**src/rtl/artemis_ddr3_pkg.sv**
```systemverilog
// Shared definitions for the Artemis DDR3 port masters: MCB instruction codes,
// burst sizing and the port-master state encoding.
package artemis_ddr3_pkg;

  localparam logic [2:0] MCB_WRITE    = 3'b000;
  localparam logic [2:0] MCB_READ     = 3'b001;
  localparam logic [2:0] MCB_WRITE_AP = 3'b010;
  localparam logic [2:0] MCB_READ_AP  = 3'b011;
  localparam logic [2:0] MCB_REFRESH  = 3'b100;

  localparam int BL_WIDTH  = 6;
  localparam int MAX_BURST = 64;

  typedef enum logic [2:0] {
    ST_IDLE,
    ST_WR_FILL,
    ST_WR_CMD,
    ST_RD_CMD,
    ST_RD_DRAIN,
    ST_DONE
  } state_t;

endpackage

```
**src/rtl/artemis_ddr3_port_master.sv**
```systemverilog
// Single-burst user master for one bidirectional MCB port: fills the write FIFO,
// issues the command, and drains the read FIFO as a valid/ready stream.
module artemis_ddr3_port_master
  import artemis_ddr3_pkg::*;
#(
  parameter int ADDR_WIDTH = 28,
  parameter int TIMEOUT    = 4096
) (
  input  logic                  clk,
  input  logic                  rst_n,
  input  logic                  calibration_done,
  input  logic                  req_valid,
  output logic                  req_ready,
  input  logic                  req_write,
  input  logic [ADDR_WIDTH-1:0] req_addr,
  input  logic [5:0]            req_len,
  input  logic                  wr_valid,
  output logic                  wr_ready,
  input  logic [31:0]           wr_data,
  input  logic [3:0]            wr_be,
  output logic                  rd_valid,
  input  logic                  rd_ready,
  output logic [31:0]           rd_data,
  output logic                  done,
  output logic                  err,
  output logic                  err_sticky,
  output logic                  busy,
  output logic                  cmd_en,
  output logic [2:0]            cmd_instr,
  output logic [5:0]            cmd_bl,
  output logic [29:0]           cmd_byte_addr,
  input  logic                  cmd_full,
  output logic                  mcb_wr_en,
  output logic [3:0]            mcb_wr_mask,
  output logic [31:0]           mcb_wr_data,
  input  logic                  mcb_wr_full,
  input  logic                  mcb_wr_underrun,
  input  logic                  mcb_wr_error,
  output logic                  mcb_rd_en,
  input  logic [31:0]           mcb_rd_data,
  input  logic                  mcb_rd_empty,
  input  logic                  mcb_rd_overflow,
  input  logic                  mcb_rd_error
);

  localparam int TMO_W = $clog2(TIMEOUT + 1);

  state_t                state_reg, state_next;
  logic [ADDR_WIDTH-1:0] addr_reg, addr_next;
  logic [BL_WIDTH-1:0]   len_reg, len_next;
  logic [BL_WIDTH-1:0]   cnt_reg, cnt_next;
  logic [TMO_W-1:0]      tmo_reg, tmo_next;
  logic                  abort_reg, abort_next;
  logic                  berr_reg, berr_next;
  logic                  sticky_reg, sticky_next;
  logic                  done_reg, done_next;
  logic                  err_reg, err_next;
  logic                  cmd_en_reg, cmd_en_next;
  logic [2:0]            cmd_instr_reg, cmd_instr_next;
  logic [BL_WIDTH-1:0]   cmd_bl_reg, cmd_bl_next;
  logic [29:0]           cmd_addr_reg, cmd_addr_next;
  logic                  status_err;

  assign status_err = mcb_wr_underrun | mcb_wr_error | mcb_rd_overflow | mcb_rd_error;
  assign busy       = (state_reg != ST_IDLE);

  // FIFO-side handshakes are pass-through; data buses read zero outside their phase.
  assign mcb_wr_en   = wr_valid & wr_ready;
  assign mcb_wr_data = (state_reg == ST_WR_FILL) ? wr_data : '0;
  assign mcb_wr_mask = (state_reg == ST_WR_FILL) ? ~wr_be : '0;
  assign mcb_rd_en   = rd_valid & rd_ready;
  assign rd_data     = (state_reg == ST_RD_DRAIN) ? mcb_rd_data : '0;

  assign done          = done_reg;
  assign err           = err_reg;
  assign err_sticky    = sticky_reg;
  assign cmd_en        = cmd_en_reg;
  assign cmd_instr     = cmd_instr_reg;
  assign cmd_bl        = cmd_bl_reg;
  assign cmd_byte_addr = cmd_addr_reg;

  always_ff @(posedge clk) begin
    if (!rst_n) begin
      state_reg     <= ST_IDLE;
      addr_reg      <= '0;
      len_reg       <= '0;
      cnt_reg       <= '0;
      tmo_reg       <= '0;
      abort_reg     <= 1'b0;
      berr_reg      <= 1'b0;
      sticky_reg    <= 1'b0;
      done_reg      <= 1'b0;
      err_reg       <= 1'b0;
      cmd_en_reg    <= 1'b0;
      cmd_instr_reg <= '0;
      cmd_bl_reg    <= '0;
      cmd_addr_reg  <= '0;
    end else begin
      state_reg     <= state_next;
      addr_reg      <= addr_next;
      len_reg       <= len_next;
      cnt_reg       <= cnt_next;
      tmo_reg       <= tmo_next;
      abort_reg     <= abort_next;
      berr_reg      <= berr_next;
      sticky_reg    <= sticky_next;
      done_reg      <= done_next;
      err_reg       <= err_next;
      cmd_en_reg    <= cmd_en_next;
      cmd_instr_reg <= cmd_instr_next;
      cmd_bl_reg    <= cmd_bl_next;
      cmd_addr_reg  <= cmd_addr_next;
    end
  end

  always_comb begin
    state_next     = state_reg;
    addr_next      = addr_reg;
    len_next       = len_reg;
    cnt_next       = cnt_reg;
    tmo_next       = tmo_reg;
    abort_next     = abort_reg;
    berr_next      = berr_reg;
    sticky_next    = sticky_reg;
    done_next      = 1'b0;
    err_next       = 1'b0;
    cmd_en_next    = 1'b0;
    cmd_instr_next = cmd_instr_reg;
    cmd_bl_next    = cmd_bl_reg;
    cmd_addr_next  = cmd_addr_reg;
    req_ready      = 1'b0;
    wr_ready       = 1'b0;
    rd_valid       = 1'b0;

    // Status errors are recorded but never interrupt the burst.
    if (busy && status_err) begin
      berr_next   = 1'b1;
      sticky_next = 1'b1;
    end

    case (state_reg)
      ST_IDLE: begin
        req_ready = calibration_done & rst_n;
        if (req_valid && req_ready) begin
          addr_next  = req_addr;
          len_next   = req_len;
          cnt_next   = '0;
          berr_next  = 1'b0;
          abort_next = 1'b0;
          state_next = req_write ? ST_WR_FILL : ST_RD_CMD;
        end
      end

      ST_WR_FILL: begin
        wr_ready = !mcb_wr_full;
        if (wr_valid && wr_ready) begin
          cnt_next = cnt_reg + 1'b1;
          if (cnt_reg == len_reg) state_next = ST_WR_CMD;
        end
      end

      ST_WR_CMD, ST_RD_CMD: begin
        if (!cmd_full) begin
          cmd_en_next    = 1'b1;
          cmd_instr_next = (state_reg == ST_WR_CMD) ? MCB_WRITE : MCB_READ;
          cmd_bl_next    = len_reg;
          cmd_addr_next  = 30'({addr_reg, 2'b00});
          cnt_next       = '0;
          tmo_next       = '0;
          state_next     = (state_reg == ST_WR_CMD) ? ST_DONE : ST_RD_DRAIN;
        end
      end

      ST_RD_DRAIN: begin
        rd_valid = !mcb_rd_empty;
        if (rd_valid && rd_ready) begin
          cnt_next = cnt_reg + 1'b1;
          tmo_next = '0;
          if (cnt_reg == len_reg) state_next = ST_DONE;
        end else if (tmo_reg == TMO_W'(TIMEOUT - 1)) begin
          // Abandon the burst; whatever the MCB still holds is left undrained.
          abort_next = 1'b1;
          state_next = ST_DONE;
        end else begin
          tmo_next = tmo_reg + 1'b1;
        end
      end

      ST_DONE: begin
        done_next  = 1'b1;
        err_next   = abort_reg | berr_reg | status_err;
        state_next = ST_IDLE;
      end

      default: state_next = ST_IDLE;
    endcase
  end

endmodule

```
**config.mk**
```make
export PLATFORM = sky130hd
export DESIGN_NAME = artemis_ddr3_port_master
export DESIGN_NICKNAME = d
export VERILOG_FILES = /design/src/rtl/artemis_ddr3_pkg.sv /design/src/rtl/artemis_ddr3_port_master.sv
export SDC_FILE = /design/constraint.sdc
export NUM_CORES = 1
export LEC_CHECK = 0
export ABC_AREA = 1
export CORE_MARGIN = 2
export CORE_UTILIZATION = 37
export CTS_CLUSTER_DIAMETER = 150
export DETAILED_ROUTE_END_ITERATION = 8
export PLACE_DENSITY = 0.78
export SETUP_SLACK_MARGIN = 0.3
export SYNTH_ARGS = -nofsm -noshare
export SYNTH_HDL_FRONTEND = slang
export SYNTH_SLANG_ARGS = --single-unit
```
**constraint.sdc**
```tcl
create_clock -name clk -period 1.6 [get_ports clk]
set_clock_uncertainty 0.15 [all_clocks]
set_input_delay 0.32 -clock clk [delete_from_list [all_inputs] [get_ports clk]]
set_output_delay 0.32 -clock clk [all_outputs]
set_load 0.03 [all_outputs]
```
==> out/results.txt, run 1 <==
Synth Area in Adders -> 0.542%
H-tree lvl count -> 3
mapped cell area -> 4620 µm²
first-pass GRT wire length -> 29,900 µm
clk buf depth -> 2
Worst Path Arrival -> 2330 ps
PortBufs -> 228
Post-Synth Simple-Gate Area -> 30.6%
# hold bufs at CTS -> 0
antenna-violating nets left -> 0
Row Count -> 40
critical path class -> reg2reg
element type at the critical path start -> flip-flop
Leakage -> 4.49 nW
Initial Utilization -> 38.2%
die height -> 116 µm
status -> finished, violations left
post-synth top area cell -> dfxtp_1
antenna violations before repair -> 2
maximum vdd ir drop -> 0.785 mV
Layout area overhead -> 133%
CP max FO -> 6
detailed-route wire length per cell -> 22.6 µm
flops & latches, synth -> 97
Final Hold Fails -> 0
io pins -> 233
number of synthesized flops with an enable pin -> 0
syn avg cell area -> 6.49 µm²
HPWL after detailed placement -> 12,300 µm
cell area power density -> 1130 nW/µm²
routability congestion estimate -> 0.841
WL final -> 27,700 µm
top_reg_cell synth -> dfxtp_1
critical path's top delay family -> simple AND/OR/NAND/NOR gates
total power -> 0.0121 W
fin util -> 88.8%
post-synth top area share -> 42.0%
Final period util -> 140%
Min Hold Slack -> 317 ps
fin crit period -> 2230 ps
Via Count -> 6,833
Root Driver -> clkbuf_16
CP cell instances -> nor2_4 > buf_6 > nand2_8 > buf_6 > buf_6 > nor2_4 > buf_4 > nor2_4 > nand3_4 > o21ai_1 > a21oi_1
Synth warnings -> 0
final setup vio count -> 149
Nets -> 1,168
CP max stage cell -> dfxtp_4
unrepaired setup endpoints after global routing -> yes
failing checks -> negative setup slack
CP endpoint kind -> flip-flop
Die W -> 116 µm
Area contributors post-synth -> dfxtp_1 42%, nor2_1 14%, inv_1 8.3%
Crit path buffers/inverters -> 4
top-count cell post-synth -> nor2_1
Residual DRC -> 0
largest family of logic cells by synthesized area -> simple AND/OR/NAND/NOR gates
Post-Place Cells -> 1,121
post-synthesis xor/xnor area fraction -> 0%
Worst path max stage delay -> 370 ps
core box area -> 12,100 µm²
sequential share of the synthesized area -> 42.0%
Die ar. -> 13,400 µm²
final cell count without fillers -> 1,223
largest net degree at the start of global routing -> 36
Gate Count Post-Synth -> 712
Peak Freq -> 0.448 GHz
Netlist cell types -> 32
vias per cell -> 5.59
most instantiated cells after synthesis -> 168 x nor2_1, 102 x inv_1, 102 x nand2_1
total track usage -> 28.6%
number of global-route vias before repair -> 5,910
Max Cap Viol -> 0
share of layout cells above drive strength 1 -> 53.4%
Layout fillers -> 474
Clock transition at path regs -> 80 ps
DRT iter0 DRCs -> 823
Skew-Pair Late Insertion Delay -> 360 ps
Pins Over Slew Limit -> 0
TritonRoute pass-1 iters -> 6
asr flop ratio synth -> 0%
hold crit path type -> reg2reg
Compound-Gate Fraction of Synth Area -> 13.5%
CTS tree -> yes
clock sinks -> 97
final worst slack -> -634 ps
proportion of synthesized area in mux cells -> 0%
Remaining Overflow, GRT -> 0
cts bufs inserted -> 9
WP data required -> 1700 ps
worst paths after layout:
kind                                         from  slack, ps           endpoint  cells past startpoint
worst max register to register       state_reg[1]       -630         cnt_reg[2]                     11
worst min-delay path            cmd_byte_addr[23]        320  cmd_byte_addr[23]                      2
worst min register to register  cmd_byte_addr[23]        320  cmd_byte_addr[23]                      2
worst max-delay path                 state_reg[1]       -630         cnt_reg[2]                     11
cells in the final DEF, fill, tap and decap left out, drive strengths merged, types with 4 or more instances in the layout:
cell type      Yosys  final
o21ai             51     51
nor3               5      5
dfxtp             97     97
nor2             173    173
a21oi             64     64
clkdlybuf4s50      0    111
clkbuf            20     16
nand2            104    104
buf               20    242
clkinv             2      6
inv              108    107
conb               1      4
nand3             58     59
tightest hold or removal path: stages, from the launching register on:
cell,delay [ps]
dfxtp_2,340
nand2_4,50
a21oi_2,40
routing by layer:
metal	vias up	track usage [%]	share of wire [%]
met5	-	0	0
met4	0	11.2	7.0
met1	3228	30.0	33
met2	550	53.0	50
met3	171	9.05	9.4
li1	2884	-	-
cell families after synthesis:
| kind of cell | Yosys count |
|---|---|
| AOI/OAI and AO/OA | 121 |
| and+or+nand+nor | 341 |
| adders and majority gates | 2 |
| buffers and inverters | 150 |
| DFF | 97 |
| other | 1 |
what timing repair did:
item / CTS / global route
setup buffers: 29 / 40
endpoints found under the setup margin: 210 / 207
gates cloned: 10 / 7
gates resized for setup: 513 / 173
pin swaps: 21 / 39
area by class of cell:
| class | instances | area, µm² | share of cell area, % |
|---|---|---|---|
| Timing Repair Buffer | 363 | 4220 | 39.2 |
| Multi-Input combinational cell | 469 | 3550 | 33.0 |
| Sequential cell | 97 | 2040 | 19.0 |
| Inverter | 110 | 433 | 4.03 |
| Clock buffer | 10 | 239 | 2.22 |
| Tap cell | 168 | 210 | 1.95 |
| Clock inverter | 5 | 63.8 | 0.593 |
| Antenna cell | 1 | 2.50 | 0.0233 |
report_power, final:
| group | switching, W | leakage, nW | internal, W | total (W) |
|---|---|---|---|---|
| Sequential | 0.000208 | 0.813 | 0.00263 | 0.00284 |
| Clock | 0.00103 | 0.145 | 0.00126 | 0.00229 |
| Combinational | 0.00372 | 3.53 | 0.00325 | 0.00698 |
metrics by stage:
stage	setup TNS, ps	area, µm²	setup slack [ps]
floorplan	0	5370	17.7
global placement	-20850	8030	-362
detailed placement	-21910	8030	-390
CTS	-31860	9640	-372
global route	-55690	10800	-653
finish	-50770	10800	-634
(Power assumes the default switching activity.)
==> inputs of run 2 (changes only) <==
--- a/config.mk
+++ b/config.mk
@@ -5,12 +5,11 @@
 export SDC_FILE = /design/constraint.sdc
 export NUM_CORES = 1
 export LEC_CHECK = 0
-export ABC_AREA = 1
 export CORE_MARGIN = 2
-export CORE_UTILIZATION = 37
+export CORE_UTILIZATION = 36
 export CTS_CLUSTER_DIAMETER = 150
 export DETAILED_ROUTE_END_ITERATION = 8
-export PLACE_DENSITY = 0.78
+export PLACE_DENSITY = 0.77
 export SETUP_SLACK_MARGIN = 0.3
 export SYNTH_ARGS = -nofsm -noshare
 export SYNTH_HDL_FRONTEND = slang
==> out/results.txt, run 2 <==
status -> finished, violations left
failing checks -> negative setup slack
Die W -> 116 µm (+0.39%)
commonest cells after routing, fill and taps aside -> 147 x nand2_1, 120 x buf_6, 112 x clkdlybuf4s50_1
Remaining Overflow, GRT -> 0 (unchanged)
CP max stage cell -> dfxtp_4
core box area -> 12,200 µm² (+0.41%)
Nets -> 1,009 (-14%)
unrepaired setup endpoints after global routing -> yes
Min Hold Slack -> 300 ps (-17.4 ps)
post-synth top area share -> 42.8% (+0.82 points)
asr flop ratio synth -> 0% (unchanged)
flops & latches, synth -> 97 (unchanged)
Worst path max stage delay -> 390 ps (+20 ps)
final setup vio count -> 161 (+8.1%)
Root Driver -> clkbuf_16
io pins -> 233 (unchanged)
R2R setup slack -> -440 ps (+190 ps)
TritonRoute pass-1 iters -> 5 (-1)
Area after DPL -> 7800 µm² (-2.9%)
Initial Utilization -> 37.3% (-0.89 points)
critical path class -> reg2out
syn avg cell area -> 8.09 µm² (+25%)
sequential share of the synthesized area -> 42.8% (+0.82 points)
Clock transition at path regs -> 70 ps (about the same)
PortBufs -> 228 (unchanged)
Residual DRC -> 0 (unchanged)
R2R Path End -> cnt_reg[5]
routability congestion estimate -> 0.895 (+6.4%)
clk buf depth -> 2 (unchanged)
WL final -> 22,500 µm (-19%)
detailed-route wire length per cell -> 21.1 µm (-6.9%)
clock sinks -> 97 (unchanged)
CP cell instances -> nor2b_4 > nor2b_4 > buf_12 > and2_4 > buf_12
CP max FO -> 32 (+26)
die height -> 116 µm (+0.39%)
CTS tree -> yes
Leakage -> 3.86 nW (-14%)
hold path depth -> 2 (unchanged)
Layout area overhead -> 112%
commonest non-fill, non-tap cell in the layout -> nand2_1
cts bufs inserted -> 9 (unchanged)
Skew-Pair Late Insertion Delay -> 350 ps (about the same)
Worst Path Arrival -> 1580 ps (-750 ps)
largest net degree at the start of global routing -> 51 (+42%)
maximum vdd ir drop -> 0.642 mV (-18%)
total track usage -> 28.1% (-0.49 points)
element type at the critical path start -> flip-flop
hold crit path type -> reg2reg
Synth warnings -> 0 (unchanged)
H-tree lvl count -> 3 (unchanged)
Final Instance Area -> 9590 µm² (-11%)
antenna-violating nets left -> 0 (unchanged)
CP endpoint kind -> output pin
Gate Count Post-Synth -> 560 (-21%)
most instantiated cells after synthesis -> 153 x nand2_1, 97 x dfxtp_1, 73 x a21boi_0
final worst slack -> -452 ps (+182 ps)
Final period util -> 128% (-11 points)
Via Count -> 5,640 (-17%)
top-count cell post-synth -> nand2_1
Final Hold Fails -> 0 (unchanged)
setup TNS -> -48,340 ps (+2430 ps)
number of global-route vias before repair -> 5,462 (-7.6%)
DRT iter0 DRCs -> 454 (-45%)
vias per cell -> 5.30 (-5.2%)
first-pass GRT wire length -> 29,100 µm (-2.5%)
Reg2Reg Depth -> 6 (-5)
post-synth top area cell -> dfxtp_1
antenna violations before repair -> 1 (-1)
WP data required -> 1130 ps (-570 ps)
Place WS -> -671 ps (-280 ps)
Hold Path Sink -> cmd_byte_addr[19]
HPWL after detailed placement -> 12,600 µm (+2.7%)
Max Cap Viol -> 0 (unchanged)
Layout fillers -> 690 (+46%)
top_reg_cell synth -> dfxtp_1
Peak Freq -> 0.487 GHz (+8.9%)
Netlist cell types -> 50 (+56%)
share of layout cells above drive strength 1 -> 50.4% (-3.0 points)
hold path start -> addr_reg[17]
number of synthesized flops with an enable pin -> 0 (unchanged)
cell area power density -> 1180 nW/µm² (+4.5%)
total power -> 0.0113 W (-6.8%)
fin crit period -> 2050 ps (-182 ps)
origin of the critical flop-to-flop path -> state_reg[2]
Area contributors post-synth -> dfxtp_1 43%, nand2_1 13%, a21boi_0 12%
Row Count -> 40 (unchanged)
Die ar. -> 13,500 µm² (+0.78%)
mapped cell area -> 4530 µm² (-1.9%)
Pins Over Slew Limit -> 0 (unchanged)
[run 2: changes by cell type in the layout (fill, tap and decap cells not counted), sizes merged, moves of 4 or more]
cell    delta
xnor2      +5
buf       -11
a21oi     -54
nand2     +50
or2        +6
inv      -104
and2      +69
nand3     -51
nor2     -145
nor2b      +4
a21boi    +73
xor2       +6
o21ai     -40
[run 2: worst max-delay path by stage]
stage	startpoint	to	slack (ps)	cells after the start
final	state_reg[0]	mcb_wr_data[28]	-450	5
after global placement	wr_valid	cnt_reg[5]	-650	6
after floorplan	tmo_reg[1]	state_reg[0]	-240	6
after global routing	state_reg[0]	mcb_wr_data[28]	-500	5
after CTS	state_reg[0]	mcb_wr_data[28]	-420	5
after detailed placement	wr_valid	cnt_reg[5]	-670	6
[run 2: what timing repair did]
item	4_1_cts	5_1_grt
gates cloned	9	5
endpoints found under the hold margin	0	0
hold buffers	0	0
resized for setup	451	65
pin swaps	44	37
buffers inserted	23	22
setup endpoints to repair	208	195
[run 2: stage by stage]
stage | utilization [%] | cells
2_1_floorplan | - | 563
3_3_place_gp | 64.1 | 989
3_5_place_dp | 64.1 | 989
4_1_cts | 74.4 | 1037
5_1_grt | 78.9 | 1065
6_report | 78.9 | 1065
[run 2: area by class of cell]
| class | instances | area, µm² | area share (%) |
|---|---|---|---|
| multi-input combinational | 430 | 3130 | 32.6 |
| inverter | 2 | 10.0 | 0.104 |
| antenna | 1 | 2.50 | 0.0261 |
| sequential | 97 | 2010 | 21.0 |
| clock inverter | 7 | 92.6 | 0.965 |
| timing repair buffer | 351 | 3910 | 40.7 |
| clock buffer | 9 | 225 | 2.35 |
| tap | 168 | 210 | 2.19 |
[run 2: logic make-up (layout without fill, tap and decap cells)]
family	after synthesis	count (layout)	synth area share [%]
compound gates	114	114	18.6
xor+xnor	11	11	2.13
fa+ha+maj	2	2	0.552
buf+inv	40	369	4.00
flops	97	97	42.8
mux	2	2	0.469
other cells	1	5	0.0827
simple gates	293	297	31.4
[run 2: critical path: cells and delay by family, from the launching register on]
kind / cells / cell delay (ps)
flip-flops: 1 / 390
AND/OR/NAND/NOR: 3 / 530
buffers and inverters: 2 / 300
[run 2: metal layers]
layer / up-vias / routed length (µm) / GRT usage [%]
met3: 105 / 2020 / 8.04
met5: - / 0 / 0
met2: 317 / 11400 / 51.5
li1: 2513 / - / -
met1: 2705 / 7600 / 29.5
met4: 0 / 1440 / 13.7
[run 2: where the power goes]
part | leakage, nW | switching, W | internal [W] | total [W]
Clock | 0.160 | 0.000957 | 0.00137 | 0.00233
Sequential | 0.810 | 0.000144 | 0.00258 | 0.00272
Combinational | 2.89 | 0.00306 | 0.00317 | 0.00624
Total | 3.86 | 0.00416 | 0.00712 | 0.0113
